<file path="config.mk">
export PLATFORM = sky130hd
export DESIGN_NAME = qspi_ctrl_req_arbiter
export DESIGN_NICKNAME = d
export VERILOG_FILES = /design/src/rtl/qspi_ctrl_req_arbiter_pkg.sv /design/src/rtl/qspi_ctrl_req_arbiter_rr_arb2.sv /design/src/rtl/qspi_ctrl_req_arbiter.sv
export SDC_FILE = /design/constraint.sdc
export NUM_CORES = 1
export LEC_CHECK = 0
export CAP_MARGIN = 20
export CORE_ASPECT_RATIO = 0.9
export CORE_MARGIN = 3
export CORE_UTILIZATION = 49
export CTS_CLUSTER_SIZE = 28
export DETAILED_ROUTE_END_ITERATION = 7
export GPL_ROUTABILITY_DRIVEN = 0
export MAX_ROUTING_LAYER = met4
export PLACE_DENSITY_LB_ADDON = 0.2
export RECOVER_POWER = 100
export SLEW_MARGIN = 5
export SYNTH_ARGS = -nofsm -noshare
export SYNTH_HDL_FRONTEND = slang
export SYNTH_HIERARCHICAL = 1
export SYNTH_SLANG_ARGS = --single-unit
export TNS_END_PERCENT = 10
</file>
<file path="constraint.sdc">
create_clock -name clock -period 4.5 [get_ports clock]
set_input_delay 1.125 -clock clock [delete_from_list [all_inputs] [get_ports clock]]
set_output_delay 1.125 -clock clock [all_outputs]
set_load 0.05 [all_outputs]
</file>
<file path="src/rtl/qspi_ctrl_req_arbiter_pkg.sv">
// Shared types and constants for the QSPI control-level request arbiter.
// Latency: n/a (package).
// Backpressure: n/a (package).
package qspi_ctrl_pkg;

  typedef enum logic [2:0] {
    ST_IDLE,
    ST_WREN_REQ,
    ST_WREN_WAIT,
    ST_CMD_REQ,
    ST_CMD_WAIT,
    ST_RESP
  } state_t;

  typedef enum logic [1:0] {
    CAUSE_OK       = 2'd0,
    CAUSE_TIMEOUT  = 2'd1,
    CAUSE_TRAN_ERR = 2'd2,
    CAUSE_WREN_ERR = 2'd3
  } cause_t;

  // Channel labels as published to the interface level.
  localparam logic CHAN_DCHAN = 1'b0;
  localparam logic CHAN_CCHAN = 1'b1;

  localparam logic [7:0] INST_WREN = 8'h06;

  // Instructions that modify flash contents or status and so need WREN first.
  localparam logic [7:0] INST_PP      = 8'h02;
  localparam logic [7:0] INST_QPP     = 8'h32;
  localparam logic [7:0] INST_SE      = 8'h20;
  localparam logic [7:0] INST_BE32K   = 8'h52;
  localparam logic [7:0] INST_BE64K   = 8'hD8;
  localparam logic [7:0] INST_CE      = 8'hC7;
  localparam logic [7:0] INST_CE_ALT  = 8'h60;
  localparam logic [7:0] INST_WRSR    = 8'h01;

  typedef struct packed {
    logic [7:0]  inst;
    logic [7:0]  size;
    logic [7:0]  burstlen;
    logic [23:0] addr;
  } req_t;

  function automatic logic needs_wren(input logic [7:0] inst);
    case (inst)
      INST_PP, INST_QPP, INST_SE, INST_BE32K,
      INST_BE64K, INST_CE, INST_CE_ALT, INST_WRSR: return 1'b1;
      default:                                     return 1'b0;
    endcase
  endfunction

endpackage

</file>
<file path="src/rtl/qspi_ctrl_req_arbiter_rr_arb2.sv">
// Two-requester round-robin arbiter; a tie goes to the requester not granted last.
// Latency: grant is combinational from requests; last_grant updates on the granting edge.
// Backpressure: grants only while enabled; a grant is an accept since requests are already valid.
module qspi_rr_arb2
  import qspi_ctrl_pkg::*;
(
  input  logic clock,
  input  logic reset,
  input  logic enable,
  input  logic req_d,
  input  logic req_c,
  output logic gnt_d,
  output logic gnt_c
);

  logic last_grant;

  // Pick the winner; on a tie favour the channel that did not win last time.
  always_comb begin
    gnt_d = 1'b0;
    gnt_c = 1'b0;
    if (enable) begin
      if (req_d && req_c) begin
        if (last_grant == CHAN_CCHAN) gnt_d = 1'b1;
        else                          gnt_c = 1'b1;
      end else begin
        gnt_d = req_d;
        gnt_c = req_c;
      end
    end
  end

  // Remember who was granted; reset to dchan so cchan wins the first tie.
  always_ff @(posedge clock) begin
    if (reset)      last_grant <= CHAN_DCHAN;
    else if (gnt_c) last_grant <= CHAN_CCHAN;
    else if (gnt_d) last_grant <= CHAN_DCHAN;
  end

endmodule

</file>
<file path="src/rtl/qspi_ctrl_req_arbiter.sv">
// Arbitrates dchan/cchan requests, inserts WREN before writes, issues one op at a time.
// Latency: accept -> tran_req_valid 1 cycle; tran_done -> cchan response 1 cycle.
// Backpressure: request ready only in IDLE; tran request held until tran_req_ready.
module qspi_ctrl_req_arbiter
  import qspi_ctrl_pkg::*;
#(
  parameter int TIMEOUT_CYCLES = 65535
) (
  input  logic        clock,
  input  logic        reset,
  input  logic        io_dchan_req_valid,
  output logic        io_dchan_req_ready,
  input  logic [7:0]  io_dchan_req_data_size,
  input  logic [7:0]  io_dchan_req_data_burstlen,
  input  logic [7:0]  io_dchan_req_inst,
  input  logic [23:0] io_dchan_req_addr,
  input  logic        io_cchan_req_valid,
  output logic        io_cchan_req_ready,
  input  logic [7:0]  io_cchan_req_data_size,
  input  logic [7:0]  io_cchan_req_data_burstlen,
  input  logic [7:0]  io_cchan_req_inst,
  input  logic [23:0] io_cchan_req_addr,
  input  logic        io_tdata_lock,
  output logic        io_cchan_resp_valid,
  output logic        io_cchan_resp_error,
  output logic [1:0]  io_cchan_resp_cause,
  output logic        io_tran_req_valid,
  input  logic        io_tran_req_ready,
  output logic [7:0]  io_tran_req_inst,
  output logic [7:0]  io_tran_req_size,
  output logic [7:0]  io_tran_req_burstlen,
  output logic [23:0] io_tran_req_addr,
  input  logic        io_tran_done,
  input  logic        io_tran_error,
  output logic        io_ctrl_lev_inst_label,
  output logic        io_ctrl_lev_inst_valid,
  output logic        io_ctrl_lev_wr_en
);

  // Abort fires on the wait cycle whose increment would reach TIMEOUT_CYCLES.
  localparam logic [15:0] TIMEOUT_LAST = 16'(TIMEOUT_CYCLES - 1);
  localparam req_t WREN_REQ = '{inst: INST_WREN, size: 8'h00, burstlen: 8'h00, addr: 24'h0};

  state_t      state;
  req_t        cur_req, tran_q, dchan_req, cchan_req, sel_req;
  logic        label_q, inst_valid_q, tran_vld_q, resp_vld_q, resp_err_q, wr_en_q;
  cause_t      resp_cause_q, end_cause;
  logic        end_op;
  logic [15:0] wait_cnt;
  logic        gnt_d, gnt_c;

  assign dchan_req = '{inst: io_dchan_req_inst, size: io_dchan_req_data_size,
                       burstlen: io_dchan_req_data_burstlen, addr: io_dchan_req_addr};
  assign cchan_req = '{inst: io_cchan_req_inst, size: io_cchan_req_data_size,
                       burstlen: io_cchan_req_data_burstlen, addr: io_cchan_req_addr};
  assign sel_req   = gnt_c ? cchan_req : dchan_req;

  qspi_rr_arb2 u_arb (
    .clock  (clock),
    .reset  (reset),
    .enable (state == ST_IDLE),
    .req_d  (io_dchan_req_valid && !io_tdata_lock),
    .req_c  (io_cchan_req_valid),
    .gnt_d  (gnt_d),
    .gnt_c  (gnt_c)
  );

  // Decide whether the current wait ends the op and with which cause; done beats timeout.
  always_comb begin
    end_op    = 1'b0;
    end_cause = CAUSE_OK;
    case (state)
      ST_WREN_WAIT: begin
        if (io_tran_done) begin
          if (io_tran_error) begin
            end_op    = 1'b1;
            end_cause = CAUSE_WREN_ERR;
          end
        end else if (wait_cnt == TIMEOUT_LAST) begin
          end_op    = 1'b1;
          end_cause = CAUSE_TIMEOUT;
        end
      end
      ST_CMD_WAIT: begin
        if (io_tran_done) begin
          end_op    = 1'b1;
          end_cause = io_tran_error ? CAUSE_TRAN_ERR : CAUSE_OK;
        end else if (wait_cnt == TIMEOUT_LAST) begin
          end_op    = 1'b1;
          end_cause = CAUSE_TIMEOUT;
        end
      end
      default: ;
    endcase
  end

  // Control FSM with registered outputs; pulses default low every cycle.
  always_ff @(posedge clock) begin
    if (reset) begin
      state        <= ST_IDLE;
      cur_req      <= '0;
      tran_q       <= '0;
      label_q      <= CHAN_DCHAN;
      inst_valid_q <= 1'b0;
      tran_vld_q   <= 1'b0;
      resp_vld_q   <= 1'b0;
      resp_err_q   <= 1'b0;
      resp_cause_q <= CAUSE_OK;
      wr_en_q      <= 1'b0;
      wait_cnt     <= 16'd0;
    end else begin
      resp_vld_q   <= 1'b0;
      resp_err_q   <= 1'b0;
      resp_cause_q <= CAUSE_OK;
      wr_en_q      <= 1'b0;
      case (state)
        ST_IDLE: begin
          if (gnt_d || gnt_c) begin
            cur_req      <= sel_req;
            label_q      <= gnt_c;
            inst_valid_q <= 1'b1;
            tran_vld_q   <= 1'b1;
            if (needs_wren(sel_req.inst)) begin
              tran_q <= WREN_REQ;
              state  <= ST_WREN_REQ;
            end else begin
              tran_q <= sel_req;
              state  <= ST_CMD_REQ;
            end
          end
        end
        ST_WREN_REQ, ST_CMD_REQ: begin
          if (io_tran_req_ready) begin
            tran_vld_q <= 1'b0;
            wait_cnt   <= 16'd0;
            state      <= (state == ST_WREN_REQ) ? ST_WREN_WAIT : ST_CMD_WAIT;
          end
        end
        ST_WREN_WAIT, ST_CMD_WAIT: begin
          if (end_op) begin
            // dchan errors are reported by the transfer level, so dchan just goes idle.
            if (label_q == CHAN_CCHAN) begin
              resp_vld_q   <= 1'b1;
              resp_err_q   <= (end_cause != CAUSE_OK);
              resp_cause_q <= end_cause;
              state        <= ST_RESP;
            end else begin
              inst_valid_q <= 1'b0;
              state        <= ST_IDLE;
            end
          end else if (state == ST_WREN_WAIT && io_tran_done) begin
            wr_en_q    <= 1'b1;
            tran_vld_q <= 1'b1;
            tran_q     <= cur_req;
            state      <= ST_CMD_REQ;
          end else begin
            wait_cnt <= wait_cnt + 16'd1;
          end
        end
        ST_RESP: begin
          inst_valid_q <= 1'b0;
          state        <= ST_IDLE;
        end
        default: state <= ST_IDLE;
      endcase
    end
  end

  assign io_dchan_req_ready     = gnt_d;
  assign io_cchan_req_ready     = gnt_c;
  assign io_tran_req_valid      = tran_vld_q;
  assign io_tran_req_inst       = tran_q.inst;
  assign io_tran_req_size       = tran_q.size;
  assign io_tran_req_burstlen   = tran_q.burstlen;
  assign io_tran_req_addr       = tran_q.addr;
  assign io_cchan_resp_valid    = resp_vld_q;
  assign io_cchan_resp_error    = resp_err_q;
  assign io_cchan_resp_cause    = resp_cause_q;
  assign io_ctrl_lev_inst_label = label_q;
  assign io_ctrl_lev_inst_valid = inst_valid_q;
  assign io_ctrl_lev_wr_en      = wr_en_q;

endmodule

</file>
[Yosys cells after proc, flatten, opt, wreduce, memory -nomap -nowiden]
Cells that the tools add are included.
Storage, ports and cells
  output and inout bits: 58
  flip-flop bits (word level): 124
  logic and storage cells: 119
  input port bits: 104
Operators by class
  reduce and logical (&&, ||, !) cells: 24
  multiplexer cells: 51
  bitwise logic cells: 3
  add/sub/neg operators: 1
  equal/unequal tests: 22
Operator list (number)
  $mux 48: 5
  $pmux 48 s2: 1
  $mux 16: 3
  $pmux 16 s2: 1
  $mux 1: 25
  $mux 3: 6
  $add 16x1->16 const B: 1
  $eq 16x16->1 const B: 1
  $eq 8x6->1 const B: 2
  $eq 8x7->1 const B: 2
  $eq 8x8->1 const B: 2
  $ne 2x2->1 const B: 7
  $reduce_and 4->1: 3
  $mux 2: 5
  $pmux 3 s3: 1
  $eq 8x1->1 const B: 1
  $eq 8x2->1 const B: 1
  $reduce_bool 2->1: 4
  $reduce_or 8->1: 1
  $eq 3x2->1 const B: 2
  $eq 3x3->1 const B: 2
  $pmux 1 s3: 2
  $reduce_bool 3->1: 2
  $reduce_or 3->1: 2
  14 further kinds: 19

[Logic depth before layout (Yosys ltp)]
  word-level depth: 15
  gate-level depth with buffers: 14
  gate-level depth less buffers: 9

[Cells and area by module]
Netlist, hierarchy kept.
Modules (own cells, without submodules)
  qspi_ctrl_req_arbiter: seq. area each 2462.4 um^2, instances 1, cells an instance 685, area an instance 5876.9 um^2
  qspi_rr_arb2: seq. area each 20.0 um^2, instances 1, cells an instance 8, area an instance 55.1 um^2

[Worst setup path after synthesis]
OpenSTA, ideal clock, no wires.
  path type: input port to flip-flop
  start point: in io_dchan_req_valid
  end point: reg tran_q (netlist bit io_tran_req_burstlen[7])
  arrival: 3983 ps
  stages: 10
  setup slack: 384 ps
  cell sequence: nor2b_1 > a21oi_1 > buf_6 > mux2_4 > or4_1 > a21oi_2 > o21a_2 > buf_6 > o31a_1 > a21oi_1
On the way
  cells in the longest elaborated chain, start to end: 14
  elaborated cells on any way between the ends: 26
  classes of those cells: eq/ne: 9; mux: 12; reduce/logical: 5
RTL lines
  start, declared: line qspi_ctrl_req_arbiter.sv:11  | input logic io_dchan_req_valid,
  $logic_and 1x1->1 *: line qspi_ctrl_req_arbiter.sv:62  | .req_d (io_dchan_req_valid && !io_tdata_lock),
  $logic_and 1x1->1 *: line qspi_ctrl_req_arbiter_rr_arb2.sv:23  | if (req_d && req_c) begin
  $mux 1 *: line qspi_ctrl_req_arbiter_rr_arb2.sv:23
  $mux 1 *: line qspi_ctrl_req_arbiter_rr_arb2.sv:22  | if (enable) begin
  net io_cchan_req_ready: line qspi_ctrl_req_arbiter.sv:18  | output logic io_cchan_req_ready,
  $mux 48: line qspi_ctrl_req_arbiter.sv:56  | assign sel_req = gnt_c ? cchan_req : dchan_req;
  $eq 8x2->1 (tied with other cells): line qspi_ctrl_req_arbiter_pkg.sv:46  | case (inst)
  $reduce_or 8->1: line qspi_ctrl_req_arbiter_pkg.sv:46
  $mux 1: line qspi_ctrl_req_arbiter_pkg.sv:46
  $mux 1: line qspi_ctrl_req_arbiter.sv:118  | if (gnt_d || gnt_c) begin
  $mux 1: line qspi_ctrl_req_arbiter.sv:116  | case (state)
  $mux 1: line qspi_ctrl_req_arbiter.sv:99  | if (reset) begin
  $mux 48: line qspi_ctrl_req_arbiter.sv:123  | if (needs_wren(sel_req.inst)) begin
  $mux 48: line qspi_ctrl_req_arbiter.sv:118
  $pmux 48 s2: line qspi_ctrl_req_arbiter.sv:116
  end signal, assigned: line qspi_ctrl_req_arbiter.sv:127  | tran_q <= sel_req;
  end signal, assigned: line qspi_ctrl_req_arbiter.sv:154  | tran_q <= cur_req;
  end, declared: line qspi_ctrl_req_arbiter.sv:45  | req_t cur_req, tran_q, dchan_req, cchan_req, sel_req;
The timed path passes the listed nets; every way through them passes the cells marked *. The select of a mux whose other input is x is not followed.
A chain may end at the register's enable or synchronous reset.

[Worst setup path in the final report]
  start point: in io_cchan_req_valid
  end point: out io_cchan_req_ready
On the way
  cells in the longest elaborated chain, start to end: 3
RTL lines
  start, declared: line qspi_ctrl_req_arbiter.sv:17  | input logic io_cchan_req_valid,
  $logic_and 1x1->1: line qspi_ctrl_req_arbiter_rr_arb2.sv:23
  $mux 1 *: line qspi_ctrl_req_arbiter_rr_arb2.sv:23
  $mux 1 *: line qspi_ctrl_req_arbiter_rr_arb2.sv:22
  end, declared: line qspi_ctrl_req_arbiter.sv:18
Mark *: on every way between the ends. The rest lies on a longest branch, timed or not.

==> flow_results.xml <==
<?xml version="1.0" encoding="UTF-8"?>
<metrics>
  <group name="critical_path">
    <metric name="critical_path_arrival" unit="ns">3.16</metric>
    <metric name="critical_path_peak_fanout" unit="">14</metric>
    <metric name="reg2reg_from" unit="">state[0]</metric>
    <metric name="crit_top_cell" unit="">dlygate4sd3_1</metric>
    <metric name="slowest_stage" unit="">dlygate4sd3_1</metric>
    <metric name="path_cells" unit="">dlygate4sd3_1 -&gt; nand2_1 -&gt; a21oi_4 -&gt; dlygate4sd3_1</metric>
    <metric name="crit_path_start" unit="">io_cchan_req_valid</metric>
    <metric name="timing.critical_path.max_delay_family" unit="">buffers and inverters</metric>
    <metric name="timing.reg2reg.setup_slack" unit="ns">0.88</metric>
    <metric name="worstSetupPathType" unit="">input port to output pin</metric>
    <metric name="setup_crit_start_kind" unit="">input port</metric>
    <metric name="critical_path.max_stage_delay" unit="ns">0.95</metric>
    <metric name="setup.worst_path.end_class" unit="">output pin</metric>
    <metric name="critical_path_required" unit="ns">3.38</metric>
    <metric name="critical_path_buf_inv_count" unit="">2</metric>
  </group>
  <group name="timing">
    <metric name="worst_hold_slack_across_all_endpoints" unit="ns">0.460</metric>
    <metric name="worst-slew-pin-transition" unit="ns">2.10</metric>
    <metric name="finClkSkew" unit="ns">0.0180</metric>
    <metric name="final_hold_viol_count" unit="">0</metric>
    <metric name="post-route-period-util" unit="%">95.1</metric>
    <metric name="grt_setup_unrepaired" unit="">no</metric>
    <metric name="setup_ws" unit="ns">0.219</metric>
    <metric name="fmaxAchievable" unit="GHz">0.234</metric>
    <metric name="layout_min_cycle_time" unit="ns">4.28</metric>
    <metric name="setup_viol" unit="">0</metric>
    <metric name="final-max-slew-violation-count" unit="">81</metric>
    <metric name="max_slew_margin" unit="%">-40.0</metric>
    <metric name="setup-tns-final" unit="ns">0</metric>
  </group>
  <group name="cells_and_area">
    <metric name="drive_gt1_share" unit="%">5.96</metric>
    <metric name="synthToLayoutAreaGrowth" unit="%">37.2</metric>
    <metric name="antenna-diode-count" unit="">0</metric>
    <metric name="postLayoutCoreUtil" unit="%">70.1</metric>
    <metric name="filler_cell_count" unit="">907</metric>
    <metric name="num-nets-final" unit="">934</metric>
  </group>
  <group name="placed_design">
    <metric name="dp_worst_setup_slack" unit="ns">0.286</metric>
    <metric name="post-dp-hpwl" unit="mm">11.1</metric>
    <metric name="numPortBuffers" unit="">161</metric>
  </group>
  <group name="yosys">
    <metric name="ys_warns" unit="">6</metric>
    <metric name="syn-mean-instance-area" unit="sq um">8.56</metric>
    <metric name="synth_seq_area_share" unit="%">41.8</metric>
    <metric name="ys_async_sr_fraction" unit="%">0</metric>
    <metric name="ys_ff_latch" unit="">124</metric>
    <metric name="count_of_flip_flops_with_a_built_in_enable_after_synthesis" unit="">0</metric>
    <metric name="synth.net_count" unit="">799</metric>
    <metric name="synth.cell_area" unit="sq mm">0.00593</metric>
    <metric name="synthFlopType" unit="">dfxtp_1</metric>
    <metric name="synthDistinctLibCells" unit="">54</metric>
    <metric name="postSynthCellCount" unit="">693</metric>
  </group>
  <group name="flow_run">
    <metric name="drv_cap" unit="">2</metric>
  </group>
  <group name="route">
    <metric name="antenna_left" unit="">0</metric>
    <metric name="drt_first_pass_iters" unit="">7</metric>
    <metric name="avgRoutedWirePerCell" unit="um">16.8</metric>
    <metric name="drc" unit="">0</metric>
    <metric name="post_drt_via_cell_ratio" unit="">5.80</metric>
    <metric name="via_count" unit="">5769</metric>
    <metric name="drt_iter0_drc" unit="">499</metric>
    <metric name="postRouteWirelength" unit="mm">16.7</metric>
  </group>
  <group name="global_routing">
    <metric name="grt_antenna_before_repair" unit="">0</metric>
    <metric name="overflow" unit="">0</metric>
    <metric name="all_layer_global_routing_usage" unit="%">25.9</metric>
    <metric name="grt_pass1_wl" unit="mm">27.2</metric>
    <metric name="largest_net_degree_at_the_start_of_global_routing" unit="">97</metric>
    <metric name="grt_pass1_vias" unit="">5640</metric>
  </group>
  <group name="clocking">
    <metric name="clk-insertion-delay-late" unit="ns">0.42</metric>
    <metric name="clock_tree.htree_level_count" unit="">4</metric>
    <metric name="clockRootBuffer" unit="">clkbuf_16</metric>
    <metric name="clock_sink_count" unit="">124</metric>
    <metric name="cts_max_path_buffers" unit="">2</metric>
    <metric name="cts-resized-gates" unit="">0</metric>
    <metric name="tritoncts_clock_tree" unit="">built</metric>
    <metric name="clock_slew_at_the_register_clock_pins_of_the_worst_setup_and_hold_paths" unit="ns">0.05</metric>
    <metric name="postCtsSetupRepairBufs" unit="">0</metric>
    <metric name="ctsHoldBuffers" unit="">0</metric>
    <metric name="cts-buffers-inserted" unit="">17</metric>
  </group>
  <group name="floorplan">
    <metric name="die_area" unit="sq mm">0.0135</metric>
    <metric name="std_cell_rows" unit="">37</metric>
    <metric name="start_util" unit="%">51.0</metric>
    <metric name="horizontal_die_dimension" unit="um">122</metric>
    <metric name="io_pins" unit="">162</metric>
    <metric name="core_region_area" unit="sq mm">0.0116</metric>
    <metric name="die_height" unit="um">110</metric>
  </group>
  <group name="outcome">
    <metric name="outcome" unit="">finished, violations left</metric>
    <metric name="violated_checks" unit="">capacitance limit, slew limit</metric>
  </group>
  <group name="power_and_ir_drop">
    <metric name="static-leakage-power" unit="nW">3.05</metric>
    <metric name="max-vdd-ir-drop" unit="V">0.000487</metric>
    <metric name="power.density" unit="mW/mm^2">770</metric>
  </group>
  <group name="min_path">
    <metric name="hold_class" unit="">register to register</metric>
    <metric name="hold_start" unit="">io_tran_req_inst[2]</metric>
  </group>
</metrics>
-- per-layer routing --
metal	vias to the layer above	global-route usage [%]	part of all wire, %
met4	0	9.20	1.9
li1	2801	-	-
met1	2713	30.8	41
met2	222	43.1	49
met5	-	-	0
met3	33	6.63	7.6
-- through the flow --
| step | std cells | power [W] | cell area [sq um] |
|---|---|---|---|
| detailed placement | 965 | 0.00510 | 7620 |
| floorplan | 693 | 0.00411 | 5930 |
| finish | 995 | 0.00627 | 8140 |
| global placement | 965 | 0.00501 | 7620 |
| global route | 995 | 0.00664 | 8140 |
| CTS | 995 | 0.00640 | 8170 |
-- power by group --
group	total [W]	switching, W	internal (W)
registers	0.00180	0.000252	0.00155
clock network	0.00128	0.000476	0.000806
logic	0.00319	0.00210	0.00109
total	0.00627	0.00282	0.00345
-- flip-flops by register name, indices dropped and copies added (netlist names) --
signal	flops
u_arb/last_grant	1
io_cchan_resp_error	1
io_tran_req_size	8
io_tran_req_inst	8
io_ctrl_lev_inst_valid	1
io_tran_req_addr	24
cur_req	48
state	3
io_tran_req_burstlen	8
io_ctrl_lev_wr_en	1
io_ctrl_lev_inst_label	1
io_cchan_resp_valid	1
io_cchan_resp_cause	2
wait_cnt	16
io_tran_req_valid	1
-- cells by family after synthesis --
logic type,after synthesis,synth area share (%)
AOI/OAI and AO/OA,234,25.8
muxes,51,8.71
buffers and inverters,68,5.65
xor gates and xnor gates,15,2.21
and+or+nand+nor,199,15.4
DFF,124,41.8
adders and majority gates,2,0.422
-- cell usage after synthesis, types with 5 or more instances --
master | count | area [sq um]
a211oi_1 | 47 | 353
o31a_1 | 41 | 359
nand2_1 | 63 | 236
buf_2 | 10 | 50.1
buf_6 | 9 | 101
nor3_1 | 6 | 30.0
nor2_1 | 75 | 282
inv_1 | 9 | 33.8
xnor2_1 | 8 | 70.1
buf_1 | 5 | 18.8
nor2b_1 | 6 | 37.5
and2_1 | 5 | 31.3
clkbuf_1 | 35 | 131
dfxtp_1 | 124 | 2480
a21oi_1 | 62 | 310
xor2_1 | 7 | 61.3
nand4_1 | 13 | 81.3
nor4_1 | 8 | 50.1
mux2i_1 | 49 | 490
o21ai_0 | 55 | 275
-- worst register-to-register path, delay by kind of cell (launching register included) --
family / cells / cell delay (ns)
AOI/OAI and AO/OA: 3 / 0.95
buffers and inverters: 1 / 0.54
DFF: 1 / 0.47
and+or+nand+nor: 6 / 1.58
-- worst paths after layout --
check | end | cells past startpoint
min reg2reg | io_tran_req_inst[2] | 2
min | io_tran_req_inst[2] | 2
max | io_cchan_req_ready | 4
max reg2reg | io_tran_req_inst[2] | 10
-- cell usage in the layout (no fill, tap or decap), types with 2 or more instances in the layout --
cell,synthesis,layout
buf_4,0,7
xor2_1,7,7
nor2_1,75,75
nor4_1,8,8
ha_1,2,2
clkbuf_8,0,4
nor3_1,6,6
and3_1,4,4
a221oi_1,3,3
nand4_1,13,13
nand2_1,63,63
and2_1,5,4
o31a_1,41,41
a21oi_4,0,2
buf_12,0,3
nor2b_1,6,5
a311o_1,2,2
nand3_1,3,3
clkdlybuf4s50_1,0,101
nand2b_1,3,3
mux2i_1,49,49
a32oi_1,2,2
o21ai_0,55,55
clkbuf_16,0,17
o22ai_1,3,3
a211oi_1,47,47
a22oi_1,3,3
dlygate4sd3_1,0,58
clkbuf_1,35,6
or3_1,4,4
o211ai_1,4,4
a21oi_1,62,60
xnor2_1,8,8
dfxtp_1,124,124
clkinvlp_4,0,2
inv_1,9,9
clkinv_2,0,4
-- cell type report --
class	count	area (sq um)	area share, %
Inverter	9	33.8	0.415
Timing Repair Buffer	175	1730	21.3
Clock inverter	7	65.1	0.799
Clock buffer	23	488	5.99
Sequential cell	124	2480	30.5
Multi-Input combinational cell	501	3140	38.6
Tap cell	156	195	2.40
No activity file was read; power rests on OpenSTA's default activity.
